<file path="config.mk">
export PLATFORM = sky130hd
export DESIGN_NAME = game_sequencer
export DESIGN_NICKNAME = d
export VERILOG_FILES = /design/src/rtl/game_sequencer_pkg.sv /design/src/rtl/game_sequencer_rise_detect.sv /design/src/rtl/game_sequencer.sv
export SDC_FILE = /design/constraint.sdc
export NUM_CORES = 1
export LEC_CHECK = 0
export ABC_AREA = 0
export CAP_MARGIN = 20
export CORE_MARGIN = 1.5
export CORE_UTILIZATION = 35
export CTS_BUF_LIST = sky130_fd_sc_hd__clkbuf_4
export DETAILED_ROUTE_END_ITERATION = 10
export GPL_ROUTABILITY_DRIVEN = 0
export MAX_ROUTING_LAYER = met4
export RECOVER_POWER = 50
export SKIP_LAST_GASP = 1
export SYNTH_ARGS = -nofsm -noshare
export SYNTH_HDL_FRONTEND = slang
export SYNTH_SLANG_ARGS = --single-unit
</file>
<file path="constraint.sdc">
create_clock -name clk -period 6.8 [get_ports clk]
set_input_delay 1.02 -clock clk [delete_from_list [all_inputs] [get_ports clk]]
set_output_delay 1.02 -clock clk [all_outputs]
set_load 0.01 [all_outputs]
</file>
<file path="src/rtl/game_sequencer_pkg.sv">
// Shared definitions for the flip-puzzle game controller and the display unit.
// Phase encoding and the 2-to-4 line decode used on the cell select bus.
package game_sequencer_pkg;

   typedef enum logic [2:0] {
      IDLE     = 3'd0,
      SCRAMBLE = 3'd1,
      SETTLE   = 3'd2,
      PLAY     = 3'd3,
      WON      = 3'd4
   } state_t;

   localparam int SCR_CNT_W = 8;

   function automatic logic [3:0] onehot4(input logic [1:0] idx);
      onehot4 = 4'b0001 << idx;
   endfunction

endpackage

</file>
<file path="src/rtl/game_sequencer_rise_detect.sv">
// Registered rising-edge detector with asynchronous active-low reset.
// The register holds "level was low last cycle", so a level already high at reset release is not an edge.
module rise_detect (
   input  logic clk,
   input  logic reset,
   input  logic level,
   output logic rise
);

   logic was_low;

   always_ff @(posedge clk or negedge reset) begin
      if (!reset) begin
         was_low <= 1'b0;
      end else begin
         was_low <= ~level;
      end
   end

   assign rise = level & was_low;

endmodule

</file>
<file path="src/rtl/game_sequencer.sv">
// Game controller for the 4x4 flip-puzzle: timed random scramble, settle, user play, win hold.
// Drives the shared cell bus (row_column, x_nRow, fire); all outputs are registered.
module game_sequencer
   import game_sequencer_pkg::*;
#(
   parameter int SCRAMBLE_MOVES = 16,
   parameter int STEP_DIV       = 1000000,
   parameter int COUNT_W        = 8
) (
   input  logic               clk,
   input  logic               reset,
   input  logic               start,
   input  logic [2:0]         rand_in,
   input  logic               user_fire,
   input  logic               user_nRow,
   input  logic [3:0]         user_row_column,
   input  logic               user_error,
   input  logic               win,
   output logic               fire,
   output logic               x_nRow,
   output logic [3:0]         row_column,
   output logic               scrambling,
   output logic               playing,
   output logic               won,
   output logic [COUNT_W-1:0] move_count,
   output logic [2:0]         state_dbg
);

   localparam int TIMER_W = (STEP_DIV > 1) ? $clog2(STEP_DIV) : 1;
   localparam logic [TIMER_W-1:0]   TIMER_MAX = TIMER_W'(STEP_DIV - 1);
   localparam logic [SCR_CNT_W-1:0] SCR_LOAD  = SCR_CNT_W'(SCRAMBLE_MOVES);
   localparam logic [COUNT_W-1:0]   COUNT_MAX = '1;

   state_t               state, next_state;
   logic [TIMER_W-1:0]   timer, timer_d;
   logic [SCR_CNT_W-1:0] scr_cnt, scr_cnt_d;
   logic                 pend, pend_d;
   logic                 fire_d, x_nrow_d;
   logic [3:0]           row_column_d;
   logic [COUNT_W-1:0]   move_count_d;
   logic                 start_rise, fire_rise, user_ok, timer_done;

   rise_detect u_start_rise (
      .clk   (clk),
      .reset (reset),
      .level (start),
      .rise  (start_rise)
   );

   rise_detect u_fire_rise (
      .clk   (clk),
      .reset (reset),
      .level (user_fire),
      .rise  (fire_rise)
   );

   assign user_ok    = fire_rise & ~user_error & (|user_row_column);
   assign timer_done = (timer == TIMER_MAX);
   assign state_dbg  = state;

   always_ff @(posedge clk or negedge reset) begin
      if (!reset) begin
         state <= IDLE;
      end else begin
         state <= next_state;
      end
   end

   always_comb begin
      next_state = state;
      case (state)
         IDLE, WON: begin
            if (start_rise) next_state = SCRAMBLE;
         end
         SCRAMBLE: begin
            if (fire && (scr_cnt == SCR_CNT_W'(1))) next_state = SETTLE;
         end
         SETTLE: begin
            if (timer_done) next_state = win ? SCRAMBLE : PLAY;
         end
         PLAY: begin
            // start outranks both a fire rise and win; a flip in flight defers win by a cycle
            if (start_rise)           next_state = SCRAMBLE;
            else if (win && !user_ok) next_state = WON;
         end
         default: next_state = IDLE;
      endcase
   end

   always_comb begin
      timer_d      = timer;
      scr_cnt_d    = scr_cnt;
      pend_d       = 1'b0;
      fire_d       = 1'b0;
      x_nrow_d     = x_nRow;
      row_column_d = row_column;
      move_count_d = move_count;
      case (state)
         IDLE, WON: begin
            row_column_d = '0;
            if (start_rise) begin
               timer_d      = '0;
               scr_cnt_d    = SCR_LOAD;
               move_count_d = '0;
            end
         end
         SCRAMBLE: begin
            // step = STEP_DIV timer cycles, one select-settle cycle, then the strobe cycle
            if (fire) begin
               scr_cnt_d = scr_cnt - 1'b1;
               if (scr_cnt == SCR_CNT_W'(1)) begin
                  timer_d      = '0;
                  row_column_d = '0;
               end else begin
                  timer_d = timer + 1'b1;
               end
            end else if (pend) begin
               fire_d = 1'b1;
            end else if (timer_done) begin
               x_nrow_d     = rand_in[2];
               row_column_d = onehot4(rand_in[1:0]);
               timer_d      = '0;
               pend_d       = 1'b1;
            end else begin
               timer_d = timer + 1'b1;
            end
         end
         SETTLE: begin
            row_column_d = '0;
            if (timer_done) begin
               timer_d   = '0;
               scr_cnt_d = SCR_LOAD;
            end else begin
               timer_d = timer + 1'b1;
            end
         end
         PLAY: begin
            if (start_rise) begin
               row_column_d = '0;
               timer_d      = '0;
               scr_cnt_d    = SCR_LOAD;
               move_count_d = '0;
            end else begin
               x_nrow_d     = user_nRow;
               row_column_d = (user_error || (next_state == WON)) ? 4'b0000 : user_row_column;
               if (user_ok) begin
                  fire_d = 1'b1;
                  if (move_count != COUNT_MAX) move_count_d = move_count + 1'b1;
               end
            end
         end
         default: row_column_d = '0;
      endcase
   end

   always_ff @(posedge clk or negedge reset) begin
      if (!reset) begin
         timer      <= '0;
         scr_cnt    <= '0;
         pend       <= 1'b0;
         fire       <= 1'b0;
         x_nRow     <= 1'b0;
         row_column <= 4'b0000;
         move_count <= '0;
         scrambling <= 1'b0;
         playing    <= 1'b0;
         won        <= 1'b0;
      end else begin
         timer      <= timer_d;
         scr_cnt    <= scr_cnt_d;
         pend       <= pend_d;
         fire       <= fire_d;
         x_nRow     <= x_nrow_d;
         row_column <= row_column_d;
         move_count <= move_count_d;
         scrambling <= (next_state == SCRAMBLE) || (next_state == SETTLE);
         playing    <= (next_state == PLAY);
         won        <= (next_state == WON);
      end
   end

endmodule
</file>
==> impl_metrics.env <==
export IMPL_syn_num_nets=343
export IMPL_tritoncts="built"
export IMPL_drt_first_pass_iters=4
export IMPL_floorplan_initialDensity=0.360
export IMPL_cts_reportedPaths_clkPinSlew_ns=0.14
export IMPL_cellLeakagePower_nw=1.43
export IMPL_root_buffer="sky130_fd_sc_hd__clkbuf_4"
export IMPL_num_io_pins=34
export IMPL_die_y_um=95.0
export IMPL_rsz0062_at_grt="false"
export IMPL_viasPerCell=5.63
export IMPL_dieArea_sq_mm=0.00902
export IMPL_cts_sink_cnt=51
export IMPL_final_setup_tns_ns=0
export IMPL_postCtsSetupBuffers=0
export IMPL_port_buffer_count=33
export IMPL_hp_class="reg -> reg"
export IMPL_fin_crit_ns=3.35
export IMPL_route_antenna_remaining_nets=0
export IMPL_timing_clock_skew_ns=0.0175
export IMPL_ys_seq_area_frac=0.431
export IMPL_ctsHoldBuffers=0
export IMPL_slew_viol_final=52
export IMPL_crit_start_category="flop"
export IMPL_cp_cell_sequence="or4_4 -> nor4_1 -> nand3_2 -> nand3_1 -> o22ai_1"
export IMPL_achievable_frequency_ghz=0.299
export IMPL_setup_viol=0
export IMPL_drv_max_cap_violation_count=1
export IMPL_insertedDiodeCount=0
export IMPL_grt_overflow=0
export IMPL_worstPathMaxFanout=18
export IMPL_numCtsBuffers=5
export IMPL_timing_final_hold_violations=0
export IMPL_crit_path_max_incr_delay_ns=0.79
export IMPL_final_net_count=372
export IMPL_grt_start_max_net_pins=52
export IMPL_routed_wirelength_mm=7.12
export IMPL_vias=2589
export IMPL_dp_hpwl_mm=5.17
export IMPL_failed_checks="capacitance limit, slew limit"
export IMPL_grt_antenna_before_repair=0
export IMPL_setup_worst_path_class="reg -> reg"
export IMPL_fillerInstances=819
export IMPL_timing_hold_worst_path_depth=1
export IMPL_powerDensity_mw_per_mm2=135
export IMPL_die_w_um=95.0
export IMPL_grt_pass1_wl_mm=12.2
export IMPL_worst_slew_pin_slew_ns=2.78
export IMPL_crit_path_end_kind="flop"
export IMPL_clkLatencyLatePin_ns=0.37
export IMPL_fp_row_count=33
export IMPL_crit_arrival_ns=3.57
export IMPL_cpMaxStageDelayCell="sky130_fd_sc_hd__nor4_1"
export IMPL_wl_per_cell_um=15.5
export IMPL_core_area_sq_mm=0.00822
export IMPL_synth_yosys_warnings=0
export IMPL_synth_edff_count=0
export IMPL_syn_area_sq_mm=0.00296
export IMPL_cts_htree_levels=2
export IMPL_max_slew_margin=-0.850
export IMPL_dominantRegCellSynth="sky130_fd_sc_hd__dfrtp_1"
export IMPL_outcome="finished, violations left"
export IMPL_synthesized_area_divided_by_synthesized_cell_count_sq_um=9.11
export IMPL_drc=0
export IMPL_clockBufferDepth=2
export IMPL_ff2ff_path_depth=5
export IMPL_worst_ir_drop_vdd_mv=0.0604
export IMPL_post_layout_total_power_mw=0.459
export IMPL_async_flop_share=1.00
export IMPL_post_route_cells_drive_above_1_share=0.0704
export IMPL_final_core_util=0.415
export IMPL_drt_iter0_markers=142
export IMPL_synthCells=325
export IMPL_layout_cells_most_common="sky130_fd_sc_hd__dfrtp_1"
export IMPL_ys_ff_latch=51
export IMPL_timing_critical_path_required_ns=7.03
export IMPL_first_global_vias=2555
export IMPL_final_min_period_over_clock_period=0.492
export IMPL_cts_resized_gates=0
export IMPL_global_route_usage_total=0.174
export IMPL_mostFrequentLayoutCells="sky130_fd_sc_hd__dfrtp_1, sky130_fd_sc_hd__nand2_1, sky130_fd_sc_hd__inv_1, sky130_fd_sc_hd__clkdlybuf4s50_1, sky130_fd_sc_hd__nor2_1"
export IMPL_synth_cell_type_count=61
export IMPL_flow_area_growth_from_synthesis_pct=15.1
==> through the flow <==
| stage | hold WS [ns] | std cells | setup WS (ns) | area (sq um) |
|---|---|---|---|---|
| 2_1_floorplan | 0.463 | 325 | 4.35 | 2960 |
| 3_3_place_gp | 0.491 | 452 | 3.57 | 3370 |
| 3_5_place_dp | 0.485 | 452 | 3.51 | 3370 |
| 4_1_cts | 0.511 | 460 | 3.77 | 3430 |
| 5_1_grt | 0.549 | 460 | 2.94 | 3410 |
| 6_report | 0.518 | 460 | 3.45 | 3410 |
==> cells by family after synthesis <==
family	after synthesis	synth area share
flops	51	0.431
xor+xnor	4	0.0118
compound gates	84	0.195
buf+inv	38	0.0515
simple gates	135	0.261
mux	9	0.0330
fa+ha+maj	4	0.0169
==> metal layers <==
layer,global-route usage,routed length (um)
met5,-,0
met4,0.0373,50
met3,0.0290,183
met2,0.277,3410
met1,0.233,3480
==> synth_stat cells, types with 5 or more instances <==
cell	number	area (sq um)
sky130_fd_sc_hd__a21oi_1	9	45.0
sky130_fd_sc_hd__a31oi_1	15	93.8
sky130_fd_sc_hd__and3_1	5	31.3
sky130_fd_sc_hd__buf_2	5	25.0
sky130_fd_sc_hd__clkbuf_1	7	26.3
sky130_fd_sc_hd__dfrtp_1	51	1280
sky130_fd_sc_hd__inv_1	25	93.8
sky130_fd_sc_hd__mux2_2	5	56.3
sky130_fd_sc_hd__nand2_1	26	97.6
sky130_fd_sc_hd__nand2b_1	10	62.6
sky130_fd_sc_hd__nand3_1	16	80.1
sky130_fd_sc_hd__nand4_1	14	87.6
sky130_fd_sc_hd__nor2_1	17	63.8
sky130_fd_sc_hd__nor3_1	11	55.1
sky130_fd_sc_hd__o21ai_0	13	65.1
sky130_fd_sc_hd__o22ai_1	13	81.3
sky130_fd_sc_hd__o31ai_1	7	52.6
sky130_fd_sc_hd__or3_1	6	37.5
sky130_fd_sc_hd__or4_1	5	37.5
==> registers in the layout, summed over array words and instances, names as in the netlist <==
name	count
fire	1
move_count	8
pend	1
playing	1
row_column	4
scr_cnt	8
scrambling	1
state_dbg	3
timer	20
u_fire_rise.was_low	1
u_start_rise.was_low	1
won	1
x_nRow	1
==> layout make-up <==
| type | instances | area [sq um] | area share |
|---|---|---|---|
| multi-input cells | 236 | 1520 | 0.445 |
| flip-flops and latches | 51 | 1280 | 0.374 |
| repair buffers | 35 | 337 | 0.0988 |
| well taps | 105 | 131 | 0.0385 |
| inverters | 25 | 93.8 | 0.0275 |
| clock buffers | 5 | 37.5 | 0.0110 |
| clock inverters | 3 | 15.0 | 0.00441 |
==> worst max-delay path: cells and delay by family (launching register included) <==
family           cells  cell delay, ns
flip-flops           1            0.47
AO/OA/AOI/OAI        1            0.21
AND/OR/NAND/NOR      4            2.53
==> power by group <==
group / switching (mW) / leakage (nW) / internal, mW / total, mW
registers: 0.000606 / 0.655 / 0.304 / 0.305
logic: 0.0109 / 0.744 / 0.00849 / 0.0194
clock network: 0.0964 / 0.0263 / 0.0382 / 0.135
total: 0.108 / 1.43 / 0.351 / 0.459
==> path summary, 6_finish.rpt <==
| check | from | end | slack, ns |
|---|---|---|---|
| worst max-delay path | timer[6]$_DFFE_PN0P_ | timer[14]$_DFFE_PN0P_ | 3.45 |
| max in group asynchronous | reset | timer[12]$_DFFE_PN0P_ | 3.62 |
| worst min-delay path | row_column[3]$_DFFE_PN0P_ | row_column[3]$_DFFE_PN0P_ | 0.52 |
| worst max register to register | timer[6]$_DFFE_PN0P_ | timer[14]$_DFFE_PN0P_ | 3.45 |
| worst min register to register | row_column[3]$_DFFE_PN0P_ | row_column[3]$_DFFE_PN0P_ | 0.52 |
| min in group asynchronous | reset | scr_cnt[2]$_DFFE_PN0P_ | 1.60 |
No activity file was read; power rests on OpenSTA's default activity.
